$ cat config.mk
export PLATFORM = sky130hd
export DESIGN_NAME = uart_tx_fifo
export DESIGN_NICKNAME = d
export VERILOG_FILES = /design/src/rtl/uart_tx_fifo.sv
export SDC_FILE = /design/constraint.sdc
export NUM_CORES = 1
export LEC_CHECK = 0
export ABC_AREA = 1
export CAP_MARGIN = 30
export CORE_MARGIN = 4
export CORE_UTILIZATION = 55
export DETAILED_ROUTE_END_ITERATION = 10
export PLACE_DENSITY = 0.72
export SYNTH_ARGS = -nofsm -noshare
export SYNTH_HDL_FRONTEND = slang
export SYNTH_SLANG_ARGS = --single-unit
$ cat constraint.sdc
create_clock -name clk -period 4.45 [get_ports clk]
set_clock_uncertainty 0.05 [all_clocks]
set_input_delay 0.89 -clock clk [delete_from_list [all_inputs] [get_ports clk]]
set_output_delay 0.89 -clock clk [all_outputs]
set_load 0.05 [all_outputs]
$ cat src/rtl/uart_tx_fifo.sv
// uart_tx_fifo: buffered UART transmitter.
// Words arrive on a valid/ready stream and wait in a byte FIFO.
// They leave LSB-first on txd with a configurable frame format:
// start bit, DATA_BITS data bits, optional parity bit, then STOP_BITS stop bits.
// Optional feature macro UART_TX_CTS_EN adds the cts_n flow-control input.
// The input is double-flop synchronised, and a new frame is only started while it is low.
module uart_tx_fifo #(
    parameter int CLK_FREQ   = 50_000_000,
    parameter int BAUD_RATE  = 115200,
    parameter int DATA_BITS  = 8,
    parameter int PARITY     = 0,
    parameter int STOP_BITS  = 1,
    parameter int FIFO_DEPTH = 16
) (
    input  logic                        clk,
    input  logic                        rst,
    input  logic [DATA_BITS-1:0]        tdata,
    input  logic                        tvld,
    output logic                        trdy,
    output logic                        txd,
    output logic                        busy,
    output logic [$clog2(FIFO_DEPTH):0] level
`ifdef UART_TX_CTS_EN
    ,
    input  logic                        cts_n
`endif
);

    localparam int DIV = CLK_FREQ / BAUD_RATE;
    localparam int PW  = $clog2(FIFO_DEPTH);
    localparam int LW  = PW + 1;
    localparam int CW  = $clog2(DIV);

    localparam logic [CW-1:0] BAUD_LAST = CW'(DIV - 1);
    localparam logic [CW-1:0] BAUD_ONE  = CW'(1);
    localparam logic [3:0]    DATA_LAST = 4'(DATA_BITS - 1);
    localparam logic [3:0]    STOP_LAST = 4'(STOP_BITS - 1);
    localparam logic [LW-1:0] LVL_FULL  = LW'(FIFO_DEPTH);
    localparam logic [LW-1:0] LVL_ONE   = LW'(1);
    localparam logic [PW-1:0] PTR_ONE   = PW'(1);

    typedef enum logic [2:0] {
        S_IDLE  = 3'd0,
        S_START = 3'd1,
        S_DATA  = 3'd2,
        S_PAR   = 3'd3,
        S_STOP  = 3'd4
    } state_t;

    state_t               state_r, state_nxt_s;
    logic [CW-1:0]        baud_cnt_r, baud_nxt_s;
    logic [3:0]           bit_cnt_r, bit_nxt_s;
    logic [DATA_BITS-1:0] shift_r, shift_nxt_s;
    logic                 par_r, par_nxt_s;
    logic                 txd_r, txd_nxt_s;
    logic                 trdy_r, busy_r;
    logic [LW-1:0]        level_r, level_nxt_s;
    logic [PW-1:0]        wr_ptr_r, rd_ptr_r;
    logic [DATA_BITS-1:0] mem_r [FIFO_DEPTH];
    logic                 push_s, pop_s, tick_s, fifo_ne_s, cts_ok_s;
    logic [DATA_BITS-1:0] head_s;

    // Parity bit sent after the data: XOR of the data bits, inverted for odd parity.
    function automatic logic parity_bit(input logic [DATA_BITS-1:0] word);
        logic p;
        p = ^word;
        if (PARITY == 1) begin
            parity_bit = ~p;
        end else begin
            parity_bit = p;
        end
    endfunction

    assign push_s    = tvld & trdy_r;
    assign fifo_ne_s = (level_r != {LW{1'b0}});
    assign head_s    = mem_r[rd_ptr_r];
    assign tick_s    = (baud_cnt_r == BAUD_LAST);

`ifdef UART_TX_CTS_EN
    logic cts_meta_r, cts_sync_r;

    // Two-flop synchroniser for the asynchronous clear-to-send input; resets to "not clear".
    always_ff @(posedge clk) begin
        if (rst) begin
            cts_meta_r <= 1'b1;
            cts_sync_r <= 1'b1;
        end else begin
            cts_meta_r <= cts_n;
            cts_sync_r <= cts_meta_r;
        end
    end

    assign cts_ok_s = ~cts_sync_r;
`else
    assign cts_ok_s = 1'b1;
`endif

    // FSM state register.
    always_ff @(posedge clk) begin
        if (rst) begin
            state_r <= S_IDLE;
        end else begin
            state_r <= state_nxt_s;
        end
    end

    // Next-state logic, plus the pop decision and the shifter/parity loads that go with it.
    always_comb begin
        state_nxt_s = state_r;
        bit_nxt_s   = bit_cnt_r;
        shift_nxt_s = shift_r;
        par_nxt_s   = par_r;
        pop_s       = 1'b0;
        case (state_r)
            S_IDLE: begin
                if (fifo_ne_s && cts_ok_s) begin
                    pop_s       = 1'b1;
                    state_nxt_s = S_START;
                    shift_nxt_s = head_s;
                    par_nxt_s   = parity_bit(head_s);
                end else begin
                    state_nxt_s = S_IDLE;
                end
            end
            S_START: begin
                if (tick_s) begin
                    state_nxt_s = S_DATA;
                    bit_nxt_s   = 4'd0;
                end else begin
                    state_nxt_s = S_START;
                end
            end
            S_DATA: begin
                if (tick_s && (bit_cnt_r == DATA_LAST)) begin
                    bit_nxt_s = 4'd0;
                    if (PARITY != 0) begin
                        state_nxt_s = S_PAR;
                    end else begin
                        state_nxt_s = S_STOP;
                    end
                end else if (tick_s) begin
                    shift_nxt_s = {1'b0, shift_r[DATA_BITS-1:1]};
                    bit_nxt_s   = bit_cnt_r + 4'd1;
                end else begin
                    state_nxt_s = S_DATA;
                end
            end
            S_PAR: begin
                if (tick_s) begin
                    state_nxt_s = S_STOP;
                    bit_nxt_s   = 4'd0;
                end else begin
                    state_nxt_s = S_PAR;
                end
            end
            S_STOP: begin
                if (tick_s && (bit_cnt_r == STOP_LAST)) begin
                    // Back-to-back pop keeps consecutive frames free of idle gaps.
                    if (fifo_ne_s && cts_ok_s) begin
                        pop_s       = 1'b1;
                        state_nxt_s = S_START;
                        shift_nxt_s = head_s;
                        par_nxt_s   = parity_bit(head_s);
                    end else begin
                        state_nxt_s = S_IDLE;
                    end
                end else if (tick_s) begin
                    bit_nxt_s = bit_cnt_r + 4'd1;
                end else begin
                    state_nxt_s = S_STOP;
                end
            end
            default: begin
                state_nxt_s = S_IDLE;
            end
        endcase
    end

    // Output decode: line level for the state being entered, so txd is registered with no lag.
    always_comb begin
        txd_nxt_s = 1'b1;
        case (state_nxt_s)
            S_IDLE:  txd_nxt_s = 1'b1;
            S_START: txd_nxt_s = 1'b0;
            S_DATA:  txd_nxt_s = shift_nxt_s[0];
            S_PAR:   txd_nxt_s = par_nxt_s;
            S_STOP:  txd_nxt_s = 1'b1;
            default: txd_nxt_s = 1'b1;
        endcase
    end

    // Baud counter: restarts on every state entry and on each bit wrap, and holds at zero while idle.
    always_comb begin
        if ((state_nxt_s == S_IDLE) || (state_nxt_s != state_r) || tick_s) begin
            baud_nxt_s = {CW{1'b0}};
        end else begin
            baud_nxt_s = baud_cnt_r + BAUD_ONE;
        end
    end

    // Occupancy bookkeeping: a simultaneous push and pop leaves the level unchanged.
    always_comb begin
        case ({push_s, pop_s})
            2'b10:   level_nxt_s = level_r + LVL_ONE;
            2'b01:   level_nxt_s = level_r - LVL_ONE;
            default: level_nxt_s = level_r;
        endcase
    end

    // Serialiser datapath registers.
    always_ff @(posedge clk) begin
        if (rst) begin
            baud_cnt_r <= {CW{1'b0}};
            bit_cnt_r  <= 4'd0;
            shift_r    <= {DATA_BITS{1'b0}};
            par_r      <= 1'b0;
        end else begin
            baud_cnt_r <= baud_nxt_s;
            bit_cnt_r  <= bit_nxt_s;
            shift_r    <= shift_nxt_s;
            par_r      <= par_nxt_s;
        end
    end

    // FIFO pointers and level; reset discards any buffered words.
    always_ff @(posedge clk) begin
        if (rst) begin
            wr_ptr_r <= {PW{1'b0}};
            rd_ptr_r <= {PW{1'b0}};
            level_r  <= {LW{1'b0}};
        end else begin
            if (push_s) begin
                wr_ptr_r <= wr_ptr_r + PTR_ONE;
            end
            if (pop_s) begin
                rd_ptr_r <= rd_ptr_r + PTR_ONE;
            end
            level_r <= level_nxt_s;
        end
    end

    // FIFO storage; contents need no reset because the pointers define validity.
    always_ff @(posedge clk) begin
        if (push_s) begin
            mem_r[wr_ptr_r] <= tdata;
        end
    end

    // Registered outputs, computed from next-cycle values so they align with state and level.
    always_ff @(posedge clk) begin
        if (rst) begin
            txd_r  <= 1'b1;
            trdy_r <= 1'b1;
            busy_r <= 1'b0;
        end else begin
            txd_r  <= txd_nxt_s;
            trdy_r <= (level_nxt_s != LVL_FULL);
            busy_r <= (state_nxt_s != S_IDLE) || (level_nxt_s != {LW{1'b0}});
        end
    end

    assign txd   = txd_r;
    assign trdy  = trdy_r;
    assign busy  = busy_r;
    assign level = level_r;

endmodule

==> results.toml <==
[clock_network]
cts.path.max_buffers = 2
root_buffer = "clkbuf_16"
path_clk_slew_ps = 70
cts_hold_buf = 0
clkLatencyLatePin_ps = 430
post_cts_buffers = 0
cts_resized = 0
htree_levels = 4
cts_buffers = 17
clock_sinks = 173
cts_tree = "done"

[finish]
antenna_cells = 0
register_area_um2 = 4750
n_fill_cell = 1106
final_nets = 823
drive_gt1_frac = 0.0921
multi_input_area_um2 = 2570
area_growth_pct = 11.1

[timing]
hold_slack_ps = 420
setup_viol = 0
period_needed_ps = 2810
finalCritPeriodShare = 0.632
final.setup.tns_ps = 0
maxSlewViolCount = 0
worst-slew-pin-transition_ps = 896
setup_ws_ps = 1640
fmax_mhz = 356
relSlewSlack = 0.403
hold_violations = 0
rsz0062_at_grt = "no"

[place]
dp_hpwl_um = 11000
pre_cts_ws_ps = 1370
gp_congestion = 0.853
io_buffers = 18

[setup_path]
path_max_fanout = 18
crit_type = "reg2reg"
max_stage_delay_ps = 320
arrival_ps = 3080
cpMostUsedCell = "nand2_1"
setup.worst_path.end_class = "flip-flop"
cp_data_required_time_ps = 4720
cp_slowest_cell = "dfxtp_1"
cp-start-kind = "flip-flop"
path_cells = "inv_1 > ha_1 > nor3b_2 > nand4_2 > nand2_4 > nand3_1 > nand2_1 > inv_2 > ha_1 > a21oi_1 > nand3b_2 > inv_2 > nand2_1 > nand2_1 > nand2_1 > nand2_1 > nand2_2 > nand2_1 > nand2_1 > nand2_1"

[logic_synthesis]
synth_edf_count = 128
synth_flop_cell = "edfxtp_1"
ys_seq_elements = 173
synth_cells = 789
synth_warnings = 0
ys_types = 44
avgSynthCellArea_um2 = 9.82
yosysSeqAreaShare = 0.612
syn_area_um2 = 7750
async_flop_share = 0
synth_nets = 811

[global_route]
grt_antenna_before_repair = 0
grt_max_degree = 74
grt_pass1_vias = 5401
grt_overflow_total = 0
grt_pass1_wl_um = 27800
track_usage = 0.221

[pwr]
vdd.ir_drop.worst_v = 0.000478
power_density_nw_per_um2 = 628
power_leakage_uw = 0.00316

[floorplanning]
initial_utilization = 0.561
core_area_um2 = 13800
ios = 19
die-area_um2 = 16100
fp-row-count = 43
fp.dieW_um = 127
dieHeight_um = 127

[detailed_routing]
drt-vias-per-instance = 5.60
vias = 5570
drcViolationCount = 0
postRouteAntennaNets = 0
drt_iter0_drc = 605
wirelength_um = 16800
wl_per_cell_um = 16.9
first_pass_iters = 5

[outcome]
status = "finished, final reports clean"

[hold_path]
hp-class = "reg2reg"

[run]
maxCapViolCount = 0
cell families (layout without fill, tap and decap cells):
logic type | after synthesis | after routing | share of synthesized area
DFF | 173 | 173 | 0.612
AOI/OAI and AO/OA | 120 | 120 | 0.0881
buffers and inverters | 96 | 121 | 0.0565
adders and majority gates | 11 | 11 | 0.0178
and+or+nand+nor | 382 | 382 | 0.218
xor gates and xnor gates | 7 | 7 | 0.00791
cells in the mapped netlist (3+ instances only):
cell type / instances / share of area
o211ai_1: 14 / 0.014
buf_6: 6 / 0.0087
buf_4: 3 / 0.0029
xor2_1: 5 / 0.0056
nand4_1: 4 / 0.0032
nand2_2: 6 / 0.0048
nor2_2: 6 / 0.0048
ha_1: 11 / 0.018
or2_2: 4 / 0.0032
inv_2: 8 / 0.0039
a21oi_1: 26 / 0.017
buf_2: 14 / 0.0090
inv_1: 58 / 0.028
nand3_2: 4 / 0.0052
dfxtp_1: 45 / 0.12
a22oi_1: 6 / 0.0058
nand2_1: 113 / 0.055
nor3_1: 5 / 0.0032
edfxtp_1: 128 / 0.50
o21ai_1: 4 / 0.0026
nor2_1: 163 / 0.079
nand3_1: 66 / 0.043
o21ai_0: 61 / 0.039
final timing paths:
kind                                   from                 endpoint  slack (ps)  cells past startpoint
hold reg to reg     shift_r[5]$_SDFFE_PP0P_  shift_r[5]$_SDFFE_PP0P_         420                      2
setup / recovery  bit_cnt_r[0]$_SDFFE_PP0P_          busy$_SDFF_PP0_        1640                     20
hold / removal      shift_r[5]$_SDFFE_PP0P_  shift_r[5]$_SDFFE_PP0P_         420                      2
setup reg to reg  bit_cnt_r[0]$_SDFFE_PP0P_          busy$_SDFF_PP0_        1640                     20
worst max-delay path, delay by kind of cell, from the launching register on:
family,cells,cell delay (ps)
AND/OR/NAND/NOR,14,1670
AO/OA/AOI/OAI,1,150
buffers and inverters,3,180
flip-flops,1,320
adder cells (fa/ha/maj),2,340
state kept, by name, indices dropped and copies added (netlist names), named ones only:
signal,count
baud_cnt_r,9
bit_cnt_r,4
busy,1
level,5
mem_r,128
par_r,1
rd_ptr_r,4
shift_r,8
state_r,3
trdy,1
txd,1
wr_ptr_r,4
final cells by class:
cell class,count,share of cell area
tap,180,0.0262
sequential,173,0.551
multi-input combinational,520,0.298
timing repair buffer,21,0.0235
clock buffer,17,0.0494
inverter,68,0.0298
clock inverter,15,0.0218
per-layer routing:
| metal | wire, µm | vias up | GRT usage | share of wire |
|---|---|---|---|---|
| li1 | - | 2693 | - | - |
| met1 | 7610 | 2654 | 0.310 | 0.45 |
| met2 | 7860 | 204 | 0.347 | 0.47 |
| met3 | 1080 | 19 | 0.0568 | 0.065 |
| met4 | 235 | 0 | 0.0599 | 0.014 |
| met5 | 0 | - | 0 | 0 |
report_power, final:
part	switching, µW	internal [µW]
logic	1320	600
registers	84.1	1860
clock network	646	894
metrics by stage:
step                      std cells  cell area (µm²)  total power, µW  utilization
final                           994             8610             5410        0.623
after global routing            994             8610             5760        0.623
after CTS                       994             8610             5400        0.623
after detailed placement        962             8000             3860        0.579
after global placement          962             8000             3800        0.579
after floorplan                 789             7750             3460            -
layout by cell type, fill, tap and decap left out, drive strengths merged, types with 5 or more instances in the layout:
master / synthesis / final
o21ai: 66 / 66
nand4: 7 / 7
dfxtp: 45 / 45
nor2: 170 / 170
a22oi: 6 / 6
clkdlybuf4s50: 0 / 18
clkbuf: 4 / 17
inv: 66 / 71
ha: 11 / 11
nor3: 5 / 5
nand3: 70 / 70
clkinv: 2 / 6
nand2: 121 / 121
o211ai: 14 / 14
a21oi: 27 / 27
xor2: 5 / 5
edfxtp: 128 / 128
(Power assumes the default switching activity.)
